File: src/rtl/wb_buttons_pkg.sv
// Shared register map constants and helpers for the wb_buttons pushbutton reader.
package wb_buttons_pkg;

  localparam logic [3:0]  OFF_DATA   = 4'h0;
  localparam logic [3:0]  OFF_EDGE   = 4'h4;
  localparam logic [3:0]  OFF_CTRL   = 4'h8;
  localparam logic [3:0]  OFF_IRQEN  = 4'hC;
  localparam int unsigned FALL_SHIFT = 16;

  typedef enum logic [1:0] {
    REG_DATA  = 2'd0,
    REG_EDGE  = 2'd1,
    REG_CTRL  = 2'd2,
    REG_IRQEN = 2'd3
  } reg_sel_e;

  function automatic logic [31:0] lane_mask(input logic [3:0] sel);
    logic [31:0] m;
    for (int unsigned b = 0; b < 4; b++) m[8*b +: 8] = {8{sel[b]}};
    return m;
  endfunction

endpackage

File: src/rtl/wb_buttons_if.sv
// Caravel user-bus Wishbone slave signals for wb_buttons; names kept from the legacy port list.
interface wb_buttons_if;
  logic        wbs_cyc_i;
  logic        wbs_stb_i;
  logic        wbs_we_i;
  logic [3:0]  wbs_sel_i;
  logic [31:0] wbs_adr_i;
  logic [31:0] wbs_dat_i;
  logic        wbs_ack_o;
  logic [31:0] wbs_dat_o;

  modport master (
    output wbs_cyc_i, wbs_stb_i, wbs_we_i, wbs_sel_i, wbs_adr_i, wbs_dat_i,
    input  wbs_ack_o, wbs_dat_o
  );

  modport slave (
    input  wbs_cyc_i, wbs_stb_i, wbs_we_i, wbs_sel_i, wbs_adr_i, wbs_dat_i,
    output wbs_ack_o, wbs_dat_o
  );
endinterface

File: src/rtl/wb_buttons_debounce.sv
// One button bit: 2-flop synchroniser, stability counter, debounced level and
// single-cycle rise/fall pulses coincident with the debounced level change.
module button_debounce #(
  parameter int unsigned DB_CYCLES = 1000,
  parameter int unsigned CNT_W     = 10
) (
  input  logic clk,
  input  logic rst,
  input  logic raw,
  output logic db,
  output logic rise,
  output logic fall
);

  logic [1:0]       sync_q;
  logic [CNT_W-1:0] cnt;
  logic             sync;
  logic             accept;

  assign sync   = sync_q[1];
  assign accept = (sync != db) && (cnt == CNT_W'(DB_CYCLES - 1));
  assign rise   = accept & sync;
  assign fall   = accept & ~sync;

  always_ff @(posedge clk or posedge rst) begin
    if (rst) sync_q <= '0;
    else     sync_q <= {sync_q[0], raw};
  end

  // Any return to the current level restarts the stability count.
  always_ff @(posedge clk or posedge rst) begin
    if (rst) begin
      cnt <= '0;
      db  <= 1'b0;
    end else if (sync == db) begin
      cnt <= '0;
    end else if (accept) begin
      db  <= sync;
      cnt <= '0;
    end else begin
      cnt <= cnt + 1'b1;
    end
  end

endmodule

File: src/rtl/wb_buttons.sv
// Wishbone pushbutton reader: debounced levels, sticky W1C edge flags, optional
// level interrupt (compiled in with WB_BUTTONS_IRQ_EN).
module wb_buttons
  import wb_buttons_pkg::*;
#(
  parameter logic [31:0] BASE_ADDR = 32'h3000_0010,
  parameter int unsigned N_IN      = 8,
  parameter int unsigned DB_CYCLES = 1000,
  parameter int unsigned CNT_W     = 10
) (
  input  logic            wb_clk_i,
  input  logic            wb_rst_i,
  wb_buttons_if.slave     wbs,
  input  logic [N_IN-1:0] io_in,
  output logic            irq
);

  logic [N_IN-1:0] db, rise, fall;
  logic [N_IN-1:0] rise_en_q, fall_en_q, edge_q, irqen_q, edge_clr;
  logic [31:0]     wmask, wdata, ctrl_rd, ctrl_wd, rd_data;
  logic            hit, access, wr;
  reg_sel_e        sel_reg;
  logic            unused_bits;

  for (genvar g = 0; g < N_IN; g++) begin : g_btn
    button_debounce #(
      .DB_CYCLES(DB_CYCLES),
      .CNT_W    (CNT_W)
    ) u_db (
      .clk (wb_clk_i),
      .rst (wb_rst_i),
      .raw (io_in[g]),
      .db  (db[g]),
      .rise(rise[g]),
      .fall(fall[g])
    );
  end

  assign hit      = (wbs.wbs_adr_i[31:4] == BASE_ADDR[31:4]);
  assign access   = wbs.wbs_cyc_i & wbs.wbs_stb_i & hit & ~wbs.wbs_ack_o;
  assign wr       = access & wbs.wbs_we_i;
  assign sel_reg  = reg_sel_e'(wbs.wbs_adr_i[3:2]);
  assign wmask    = lane_mask(wbs.wbs_sel_i);
  assign wdata    = wbs.wbs_dat_i & wmask;
  assign ctrl_wd  = (ctrl_rd & ~wmask) | wdata;
  assign edge_clr = (wr && sel_reg == REG_EDGE) ? wdata[N_IN-1:0] : '0;

  assign unused_bits = &{1'b0, wbs.wbs_adr_i[1:0], ctrl_wd};

  always_comb begin
    ctrl_rd = '0;
    ctrl_rd[N_IN-1:0]            = rise_en_q;
    ctrl_rd[FALL_SHIFT +: N_IN]  = fall_en_q;
  end

  always_ff @(posedge wb_clk_i or posedge wb_rst_i) begin
    if (wb_rst_i) begin
      rise_en_q <= '0;
      fall_en_q <= '0;
    end else if (wr && sel_reg == REG_CTRL) begin
      rise_en_q <= ctrl_wd[N_IN-1:0];
      fall_en_q <= ctrl_wd[FALL_SHIFT +: N_IN];
    end
  end

  // Set terms are OR-ed after the clear so a same-cycle event survives a W1C.
  always_ff @(posedge wb_clk_i or posedge wb_rst_i) begin
    if (wb_rst_i) edge_q <= '0;
    else          edge_q <= (edge_q & ~edge_clr) | (rise & rise_en_q) | (fall & fall_en_q);
  end

`ifdef WB_BUTTONS_IRQ_EN
  always_ff @(posedge wb_clk_i or posedge wb_rst_i) begin
    if (wb_rst_i) begin
      irqen_q <= '0;
      irq     <= 1'b0;
    end else begin
      if (wr && sel_reg == REG_IRQEN)
        irqen_q <= (irqen_q & ~wmask[N_IN-1:0]) | wdata[N_IN-1:0];
      irq <= |(edge_q & irqen_q);
    end
  end
`else
  assign irqen_q = '0;
  assign irq     = 1'b0;
`endif

  always_comb begin
    rd_data = '0;
    case (sel_reg)
      REG_DATA:  rd_data[N_IN-1:0] = db;
      REG_EDGE:  rd_data[N_IN-1:0] = edge_q;
      REG_CTRL:  rd_data           = ctrl_rd;
      REG_IRQEN: rd_data[N_IN-1:0] = irqen_q;
      default:   rd_data           = '0;
    endcase
  end

  always_ff @(posedge wb_clk_i or posedge wb_rst_i) begin
    if (wb_rst_i) begin
      wbs.wbs_ack_o <= 1'b0;
      wbs.wbs_dat_o <= '0;
    end else begin
      wbs.wbs_ack_o <= access;
      wbs.wbs_dat_o <= access ? rd_data : '0;
    end
  end

endmodule
File: src/flat_wrapper.sv
// flat-port wrapper written by rule: the top's interface ports become plain ports
module wb_buttons_flat import wb_buttons_pkg::*;
#(
  parameter logic [31:0] BASE_ADDR = 32'h3000_0010,
  parameter int unsigned N_IN      = 8,
  parameter int unsigned DB_CYCLES = 1000,
  parameter int unsigned CNT_W     = 10
)
  (wb_clk_i, wb_rst_i, io_in, irq, wbs_wbs_cyc_i, wbs_wbs_stb_i, wbs_wbs_we_i, wbs_wbs_sel_i, wbs_wbs_adr_i, wbs_wbs_dat_i, wbs_wbs_ack_o, wbs_wbs_dat_o);
  wb_buttons_if wbs_i ();
  input  logic wb_clk_i;
  input  logic wb_rst_i;
  input  logic [N_IN-1:0] io_in;
  output logic irq;
  input wire logic [$bits(wbs_i.wbs_cyc_i)-1:0] wbs_wbs_cyc_i;
  input wire logic [$bits(wbs_i.wbs_stb_i)-1:0] wbs_wbs_stb_i;
  input wire logic [$bits(wbs_i.wbs_we_i)-1:0] wbs_wbs_we_i;
  input wire logic [$bits(wbs_i.wbs_sel_i)-1:0] wbs_wbs_sel_i;
  input wire logic [$bits(wbs_i.wbs_adr_i)-1:0] wbs_wbs_adr_i;
  input wire logic [$bits(wbs_i.wbs_dat_i)-1:0] wbs_wbs_dat_i;
  output wire logic [$bits(wbs_i.wbs_ack_o)-1:0] wbs_wbs_ack_o;
  output wire logic [$bits(wbs_i.wbs_dat_o)-1:0] wbs_wbs_dat_o;
  assign wbs_i.wbs_cyc_i = wbs_wbs_cyc_i;
  assign wbs_i.wbs_stb_i = wbs_wbs_stb_i;
  assign wbs_i.wbs_we_i = wbs_wbs_we_i;
  assign wbs_i.wbs_sel_i = wbs_wbs_sel_i;
  assign wbs_i.wbs_adr_i = wbs_wbs_adr_i;
  assign wbs_i.wbs_dat_i = wbs_wbs_dat_i;
  assign wbs_wbs_ack_o = wbs_i.wbs_ack_o;
  assign wbs_wbs_dat_o = wbs_i.wbs_dat_o;
  wb_buttons #(.BASE_ADDR(BASE_ADDR), .N_IN(N_IN), .DB_CYCLES(DB_CYCLES), .CNT_W(CNT_W)) u_core (.wb_clk_i(wb_clk_i), .wb_rst_i(wb_rst_i), .wbs(wbs_i), .io_in(io_in), .irq(irq));
endmodule
File: config.mk
export PLATFORM = sky130hd
export DESIGN_NAME = wb_buttons_flat
export DESIGN_NICKNAME = d
export VERILOG_FILES = /design/src/rtl/wb_buttons_pkg.sv /design/src/rtl/wb_buttons_if.sv /design/src/rtl/wb_buttons_debounce.sv /design/src/rtl/wb_buttons.sv /design/src/flat_wrapper.sv
export SDC_FILE = /design/constraint.sdc
export NUM_CORES = 1
export LEC_CHECK = 0
export ABC_AREA = 1
export BUFFER_PORTS_ARGS = -buffer_cell sky130_fd_sc_hd__buf_2
export CAP_MARGIN = 30
export CORE_MARGIN = 2
export CORE_UTILIZATION = 35
export CTS_CLUSTER_DIAMETER = 100
export DETAILED_ROUTE_END_ITERATION = 16
export HOLD_SLACK_MARGIN = 0.15
export SYNTH_ARGS = -nofsm -noshare
export SYNTH_HDL_FRONTEND = slang
export SYNTH_SLANG_ARGS = --single-unit
export TNS_END_PERCENT = 10
File: constraint.sdc
create_clock -name wb_clk_i -period 5.4 [get_ports wb_clk_i]
set_input_delay 0.54 -clock wb_clk_i [delete_from_list [all_inputs] [get_ports wb_clk_i]]
set_output_delay 0.54 -clock wb_clk_i [all_outputs]
set_load 0.1 [all_outputs]
==> metrics.yaml <==
clocking:
  clk_latency_ns: 0.42
  clk_path_buf_depth: 2
  clkSlewWorstSetupHoldPaths_ns: 0.06
  cts_tree: "yes"
  cts_max_level: 4
  post_cts_resized: 0
  hold_buffers: 0
  clock_sinks: 145
  post_cts_buffers: 0
  cts-root-buf: "clkbuf_16"
  cts_buffers: 17
die:
  io_pins: 115
  row_count: 52
  start_util_pct: 35.37
  core_area_sq_um: 20100
  die_area_sq_um: 21470
  die_w_um: 146.5
  die_h_um: 146.5
sta:
  holdWs_ns: 0.2266
  hold_viol: 0
  slew_violations: 0
  timing.fmax_ghz: 0.4932
  skew_ns: 0.006880
  worst_slew_pin_slew_ns: 0.8183
  slew_headroom_pct: 45.11
  finalWorstSetupSlack_ns: 3.372
  rsz0062_at_grt: "false"
  min_period_ns: 2.028
  finalSetupViolations: 0
  setup_tns_ns: 0
  period_share_pct: 37.55
critical_path:
  worstRegToRegCells: 8
  path_class: "input port to flip-flop"
  path_cells: "buf_2, inv_1, nand2_2, clkinv_1, nand4_1, nand2_1, nand2_1"
  cp_num_buf_inv: 3
  end_kind: "flip-flop"
  path_depth: 7
  crit_path_top_delay_cell: "clkinv_1"
  critical_path_required_ns: 5.75
  cp_top_family: "simple AND/OR/NAND/NOR gates"
  crit_path_start_kind: "input port"
  rrSetupSlack_ns: 3.41
  path_common_cell: "nand2_1"
  cp_max_fo: 26
  cpPeakStageDelay_ns: 0.71
  crit_arrival_ns: 2.38
power:
  finalPower_mw: 2.554
  power.leakage_nw: 4.223
  peakVddDrop_uv: 190.5
  power.density_nw_per_um2: 305.3
detailed_routing:
  detail_route.wl_per_cell_um: 11.93
  dr.pass1.iters: 5
  via_count: 5755
  drc_errors: 0
  ant_nets: 0
  wl_met2_um: 7014
  vias_per_cell: 4.524
  routed_wl_um: 15170
  top_layer_used: "met5"
  drt_iter0_drc: 239
  wl_met3_um: 653
  met1_length_um: 7238
synth:
  async_flop_share_pct: 100.0
  synthCells: 899
  synth_top_area_share_pct: 51.03
  synth.area.top_cells: "dfrtp_1 (51%), nand2_1 (13%), inv_1 (7.0%)"
  synth-simple-area-share_pct: 31.78
  yosysMostFrequentCell: "nand2_1"
  synth_xor_xnor_area_share_pct: 2.217
  synth_compound_area_share_pct: 3.537
  synth_fa_ha_area_share_pct: 1.408
  ys_ff_latch: 145
  synth_edf_count: 0
  synthMuxAreaShare_pct: 0.1584
  synth-main-ff-cell: "dfrtp_1"
  synth_area_sq_um: 7111
  yosysSeqAreaShare_pct: 51.03
  synth_warnings: 0
  yosysUniqueCellTypes: 30
  netlist.top_cell.by_area: "dfrtp_1"
  synthTopCellsByCount: "nand2_1 (245), dfrtp_1 (145), inv_1 (133)"
  syn_avg_cell_area_sq_um: 7.909
  synth_top_family_by_area: "simple AND/OR/NAND/NOR gates"
finish:
  multi_input_area_sq_um: 2844
  final_cell_count_no_fill: 1272
  final_layout_size_suffix_gt1_share_pct: 12.10
  seqCellArea_sq_um: 3628
  areaGrowthSynthToFinish_pct: 17.65
  fin_area_sq_um: 8366
  fill_cells: 2007
  nNetsFinal: 1077
  postLayoutCoreUtil_pct: 41.61
hold_path:
  min_path_cells: 1
  hold_class: "input port to flip-flop"
placement:
  place_hpwl_um: 10890
  gp_congestion: 0.8160
  placed_cells: 1239
  pre_cts_ws_ns: 2.939
  portBuffers: 77
  place_area_sq_um: 7722
global_routing:
  antenna_found_initial: 4
  grt_usage_pct: 15.00
  overflow: 0
  first_global_vias: 5422
  grt_max_degree: 90
  grt_pass1_wl_um: 25810
status:
  status: "completed"
job:
  maxCapViolCount: 0
[cells in the final DEF (no fill, tap or decap), types with 8 or more instances in the layout]
cell,n
a21oi_1,14
a31oi_1,13
buf_2,77
clkbuf_16,17
conb_1,17
dfrtp_1,145
ha_1,8
inv_1,132
nand2_1,245
nand3_1,40
nand4_1,34
nor2_1,123
nor3_1,42
nor3b_1,13
o21ai_0,20
xor2_1,12
[area by class of cell]
cell class                      instances  share of cell area (%)
Sequential cell                       145                   43.37
Multi-Input combinational cell        610                   34.00
Inverter                              135                   6.117
Clock buffer                           22                   5.788
Timing Repair Buffer                   79                   4.786
Tap cell                              270                   4.038
Clock inverter                          9                   1.840
Antenna cell                            2                 0.05983
[logic make-up after synthesis]
logic type,count (synthesis)
other,1
AND/OR/NAND/NOR,519
adder cells (fa/ha/maj),8
AO/OA/AOI/OAI,47
buffers and inverters,160
flip-flops,145
multiplexers,1
XOR/XNOR,18
[worst paths after layout]
check                                               start                              to
min in group asynchronous                        wb_rst_i  u_core.g_btn[5].u_db.sync_q[0]
max                                      wbs_wbs_adr_i[2]                       flip-flop
max in group asynchronous                        wb_rst_i     u_core.g_btn[1].u_db.cnt[7]
min reg2reg                u_core.g_btn[5].u_db.sync_q[0]  u_core.g_btn[5].u_db.sync_q[1]
min                                              io_in[1]  u_core.g_btn[1].u_db.sync_q[0]
max reg2reg                          u_core.wbs.wbs_ack_o                       flip-flop
[per-layer routing]
| metal | up-vias | global-route usage, % |
|---|---|---|
| met2 | 99 | 24.17 |
| met4 | 2 | 5.049 |
| met1 | 2643 | 19.52 |
| li1 | 2988 | - |
| met3 | 23 | 4.250 |
| met5 | - | 0 |
[power by group]
part / switching, mW / internal (mW)
Sequential: 0.0190 / 1.11
Clock: 0.436 / 0.819
Combinational: 0.133 / 0.0402
Power figures use the tool's default switching activity.
